**src/rtl/wb_watchdog.sv**
```systemverilog
`default_nettype none
// ============================================================================
// Module      : wb_watchdog
// Description : Wishbone bus watchdog between an arbiter slave port and one
//               slave. If the slave leaves a request unanswered for TIMEOUT
//               cycles, the access is aborted with a one-cycle error.
// Revision    : 1.0 - initial release
// ============================================================================
module wb_watchdog #(
    parameter int aw      = 32,
    parameter int dw      = 32,
    parameter int TIMEOUT = 255
) (
    input  logic            wb_clk_i,
    input  logic            wb_rst_i,
    // master side (from arbiter)
    input  logic [aw-1:0]   wbm_adr_i,
    input  logic [dw-1:0]   wbm_dat_i,
    input  logic [3:0]      wbm_sel_i,
    input  logic            wbm_we_i,
    input  logic            wbm_cyc_i,
    input  logic            wbm_stb_i,
    input  logic [2:0]      wbm_cti_i,
    input  logic [1:0]      wbm_bte_i,
    output logic [dw-1:0]   wbm_dat_o,
    output logic            wbm_ack_o,
    output logic            wbm_err_o,
    output logic            wbm_rty_o,
    // slave side
    output logic [aw-1:0]   wbs_adr_o,
    output logic [dw-1:0]   wbs_dat_o,
    output logic [3:0]      wbs_sel_o,
    output logic            wbs_we_o,
    output logic            wbs_cyc_o,
    output logic            wbs_stb_o,
    output logic [2:0]      wbs_cti_o,
    output logic [1:0]      wbs_bte_o,
    input  logic [dw-1:0]   wbs_dat_i,
    input  logic            wbs_ack_i,
    input  logic            wbs_err_i,
    input  logic            wbs_rty_i,
    // status
    output logic            timeout_o,
    output logic [15:0]     timeout_count_o
);

    function automatic int clog2(input int value);
        int r;
        r = 0;
        while ((1 << r) < value) r = r + 1;
        return r;
    endfunction

    localparam int          CW       = clog2(TIMEOUT + 1);
    localparam logic [CW-1:0] CNT_LAST = CW'(TIMEOUT - 1);

    localparam logic [1:0] ST_IDLE  = 2'd0;
    localparam logic [1:0] ST_WAIT  = 2'd1;
    localparam logic [1:0] ST_ABORT = 2'd2;

    typedef enum logic [1:0] {
        S_IDLE  = ST_IDLE,
        S_WAIT  = ST_WAIT,
        S_ABORT = ST_ABORT
    } state_t;

    state_t        state_q;
    logic [CW-1:0] cnt_q;
    logic [15:0]   tcount_q;

    logic w_req;
    logic w_term;
    logic w_abort;

    assign w_req   = wbm_cyc_i & wbm_stb_i;
    assign w_term  = wbs_ack_i | wbs_err_i | wbs_rty_i;
    // Reset masks a pending abort so the master never sees a stale error.
    assign w_abort = (state_q == S_ABORT) && !wb_rst_i;

    assign wbs_adr_o = wbm_adr_i;
    assign wbs_dat_o = wbm_dat_i;
    assign wbs_sel_o = wbm_sel_i;
    assign wbs_we_o  = wbm_we_i;
    assign wbs_cti_o = wbm_cti_i;
    assign wbs_bte_o = wbm_bte_i;
    assign wbm_dat_o = wbs_dat_i;

    assign wbs_cyc_o = wbm_cyc_i & ~w_abort;
    assign wbs_stb_o = wbm_stb_i & ~w_abort;
    assign wbm_ack_o = wbs_ack_i & ~w_abort;
    assign wbm_rty_o = wbs_rty_i & ~w_abort;
    assign wbm_err_o = wbs_err_i | w_abort;

    assign timeout_o       = w_abort;
    assign timeout_count_o = tcount_q;

    always_ff @(posedge wb_clk_i) begin
        if (wb_rst_i) begin
            state_q  <= S_IDLE;
            cnt_q    <= '0;
            tcount_q <= '0;
        end else begin
            case (state_q)
                S_IDLE: begin
                    if (w_req && !w_term) begin
                        state_q <= S_WAIT;
                        cnt_q   <= CW'(1);
                    end else begin
                        cnt_q   <= '0;
                    end
                end
                S_WAIT: begin
                    if (w_term || !w_req) begin
                        state_q <= S_IDLE;
                        cnt_q   <= '0;
                    end else if (cnt_q == CNT_LAST) begin
                        state_q <= S_ABORT;
                        cnt_q   <= '0;
                    end else begin
                        cnt_q   <= cnt_q + 1'b1;
                    end
                end
                S_ABORT: begin
                    state_q <= S_IDLE;
                    cnt_q   <= '0;
                    if (tcount_q != 16'hFFFF)
                        tcount_q <= tcount_q + 16'd1;
                end
                default: begin
                    state_q <= S_IDLE;
                    cnt_q   <= '0;
                end
            endcase
        end
    end

endmodule
`default_nettype wire

```
**config.mk**
```make
export PLATFORM = sky130hd
export DESIGN_NAME = wb_watchdog
export DESIGN_NICKNAME = d
export VERILOG_FILES = /design/src/rtl/wb_watchdog.sv
export SDC_FILE = /design/constraint.sdc
export NUM_CORES = 1
export LEC_CHECK = 0
export ABC_AREA = 1
export BUFFER_PORTS_ARGS = -buffer_cell sky130_fd_sc_hd__buf_4
export CORE_AREA = 2 2 93 95
export DETAILED_ROUTE_END_ITERATION = 6
export DIE_AREA = 0 0 95 97
export GPL_TIMING_DRIVEN = 1
export PLACE_DENSITY = 0.71
export RECOVER_POWER = 25
export SETUP_SLACK_MARGIN = 0.5
export SLEW_MARGIN = 20
export SYNTH_ARGS = -nofsm -noshare
export SYNTH_HDL_FRONTEND = slang
export SYNTH_SLANG_ARGS = --single-unit
```
**constraint.sdc**
```tcl
create_clock -name wb_clk_i -period 1.9 [get_ports wb_clk_i]
set_input_delay 0.19 -clock wb_clk_i [delete_from_list [all_inputs] [get_ports wb_clk_i]]
set_output_delay 0.19 -clock wb_clk_i [all_outputs]
set_load 0.05 [all_outputs]
```
==> flow_summary.ini <==
[logic_synthesis]
synthesis.nets = 429
ys_seq_area_share_pct = 23.31
post_synth_arst_share_pct = 0
number_of_enable_flip_flop_cells_after_synthesis = 0
number_of_synthesized_register_bits = 26
synth.area.top_cells = sky130_fd_sc_hd__buf_4, sky130_fd_sc_hd__dfxtp_1, sky130_fd_sc_hd__nand2_1
post-synth-top-area-fraction_pct = 35.63
prevailing_post_synth_register_cell = sky130_fd_sc_hd__dfxtp_1
synthMostInstantiatedCell = sky130_fd_sc_hd__buf_4
syn_inst = 313
post_synth_most_frequent_cells = sky130_fd_sc_hd__buf_4, sky130_fd_sc_hd__nand2_1, sky130_fd_sc_hd__nor2_1
yosys.area.top_type = sky130_fd_sc_hd__buf_4
synth_area_per_cell_sq_um = 7.135
netlist-cell-type-count = 26
mappedNetlistArea_sq_um = 2233
synth.yosys.warnings = 0

[final_layout]
antenna-diode-count = 0
multi_input_comb_area_sq_um = 993.5
fin_cells = 361
filler_cell_count = 856
fin_area_sq_um = 2242
synthToLayoutAreaGrowth_pct = 0.3921
fin_nets = 373
layout-drive-gt1-share_pct = 50.00
area.sequential_sq_um = 558.0

[floorplan]
placeableCoreArea_sq_um = 8134
floorplan.rows = 33
floorplan.initialDensity_pct = 27.46
ios = 241
design.die.area_sq_um = 9215
die_height_um = 97
die_w_um = 95

[timing]
final.min_clock_period_ns = 1.503
final.setup_skew_ns = 0.007160
slew-limit-headroom_pct = 80.72
worst_pin_slew_ns = 0.2879
finalHoldViolCount = 0
maxSlewViolCount = 0
grt_setup_unrepaired = true
hold_ws_ns = 0.2030
tns_ns = 0
final.period_utilization_pct = 79.13
max_freq_mhz = 665.1
setup_viol = 0

[place]
postPlaceCellArea_sq_um = 1831
gp_congestion = 0.7875
placed_cells = 338
dp.final_hpwl_mm = 3.493
numPortBuffers = 28

[drt]
vias_per_cell = 4.280
remaining_drc_errors = 0
ant_nets = 0
post_drt_wl_per_cell_um = 13.81
via_count = 1545
postRouteWirelength_mm = 4.985
drt_iter0_drc = 46
first_pass_iters = 4

[critical_path]
timing.critical_path.depth = 8
cpLargestDelayFamily = buffers and inverters
cp_capture_type = primary output
worst_r2r_path_depth = 9
worstSetupPathType = reg -> out
worstPathCellList = inv_2 -> nor2_4 -> inv_4 -> nor2_4 -> inv_2 -> nand2_2 -> clkinvlp_4 -> buf_8
critPathMaxFanout = 4
critical-path-max-stage-delay_ns = 0.35
worst_ep_arrival_time_ns = 1.31
worstPathRequired_ns = 1.71
critPathLaunchType = flip-flop
crit_slowest_cell = sky130_fd_sc_hd__dfxtp_2
cp_num_buf_inv = 5

[power_and_ir_drop]
static-leakage-power_nw = 0.9603
power-per-cell-area_nw_per_um2 = 432.8
total_power_uw = 970.4
worst_ir_drop_vdd_uv = 264.1

[cts]
cts_max_level = 1
holdBufCountCts = 0
cts_inserted_buffers = 3
clock_sinks = 26
worst_setup_hold_path_clk_slew_ns = 0.09
max-clock-path-buffers = 2
ctsRootBufferMaster = sky130_fd_sc_hd__clkbuf_8
tritoncts = done
clock_latency_ns = 0.27

[hold_path]
class_of_the_tightest_hold_or_removal_check = in -> reg
hold_path_depth = 4

[outcome]
run_status = complete, no violations

[global_routing]
grt_pass1_wl_mm = 7.107
grt_overflow_total = 0
grt_pass1_vias = 1439
antenna_found_initial = 0
groute.usage.overall_pct = 9.518
pin_count_of_the_biggest_net_entering_global_routing = 15

[run]
maxCapViolCount = 0
-- flip-flops by register name, summed over array words and instances, names as in the netlist --
name and cells:
timeout_count_o 16, cnt_q 8, state_q 2
-- through the flow --
stage / util [%] / setup WS (ns)
6_report: 27.57 / 0.3965
5_1_grt: 27.57 / 0.2980
4_1_cts: 24.52 / 0.3579
3_5_place_dp: 22.50 / 0.4841
3_3_place_gp: 22.50 / 0.5092
2_1_floorplan: - / 0.4083
-- power breakdown --
part	total [mW]	leakage (nW)	internal, mW	switching (mW)
Clock	0.363	0.0288	0.185	0.177
Combinational	0.0713	0.711	0.0271	0.0442
Sequential	0.536	0.220	0.536	0.000483
-- final cells by class --
type                    count  share of cell area (%)
flip-flops and latches     26                   24.89
inverters                  21                   3.906
well taps                 105                   5.859
clock buffers               4                   2.455
repair buffers             46                   18.58
multi-input cells         159                   44.31
-- worst register-to-register path: cells and delay by family (launching register included) --
family	cells	cell delay, ns
fa+ha+maj	1	0.14
compound gates	1	0.15
flops	1	0.38
simple gates	5	0.52
buf+inv	2	0.18
-- layout by cell type, fill, tap and decap left out, types with 7 or more instances in the layout --
cell and instances:
sky130_fd_sc_hd__nand2_1 51, sky130_fd_sc_hd__buf_4 36, sky130_fd_sc_hd__nor2_1 26, sky130_fd_sc_hd__inv_1 12, sky130_fd_sc_hd__dfxtp_2 12, sky130_fd_sc_hd__a21oi_2 10, sky130_fd_sc_hd__nand2_4 9, sky130_fd_sc_hd__nand2_2 8
sky130_fd_sc_hd__dfxtp_1 8, sky130_fd_sc_hd__nor2_2 7
-- final timing paths --
path                                         start                   to  slack [ns]
worst max register to register  timeout_count_o[0]  timeout_count_o[13]        0.46
worst min register to register            cnt_q[7]             cnt_q[7]        0.49
worst max-delay path                    state_q[1]            wbm_rty_o        0.40
worst min-delay path                     wbs_rty_i             cnt_q[0]        0.20
-- layer usage --
layer,vias up,part of all wire [%],GRT usage (%),routed length (um)
met5,-,0,0,0
met4,0,3.1,3.679,155
met3,32,9.0,4.206,449
met2,59,52,16.42,2614
met1,704,35,10.00,1766
li1,750,-,-,-
-- logic make-up after synthesis --
family / after synthesis / share of synthesized area (%)
buffers and inverters: 129 / 39.83
AOI/OAI and AO/OA: 15 / 3.865
adders and majority gates: 3 / 1.681
xor gates and xnor gates: 9 / 3.529
DFF: 26 / 23.31
and+or+nand+nor: 131 / 27.79
-- what timing repair did --
action                                  CTS  global route
resized for setup                        11            40
endpoints found under the setup margin   11            21
pin swaps                                 6            19
cloned                                    0             2
buffers inserted                          8             9
(Power assumes the default switching activity.)
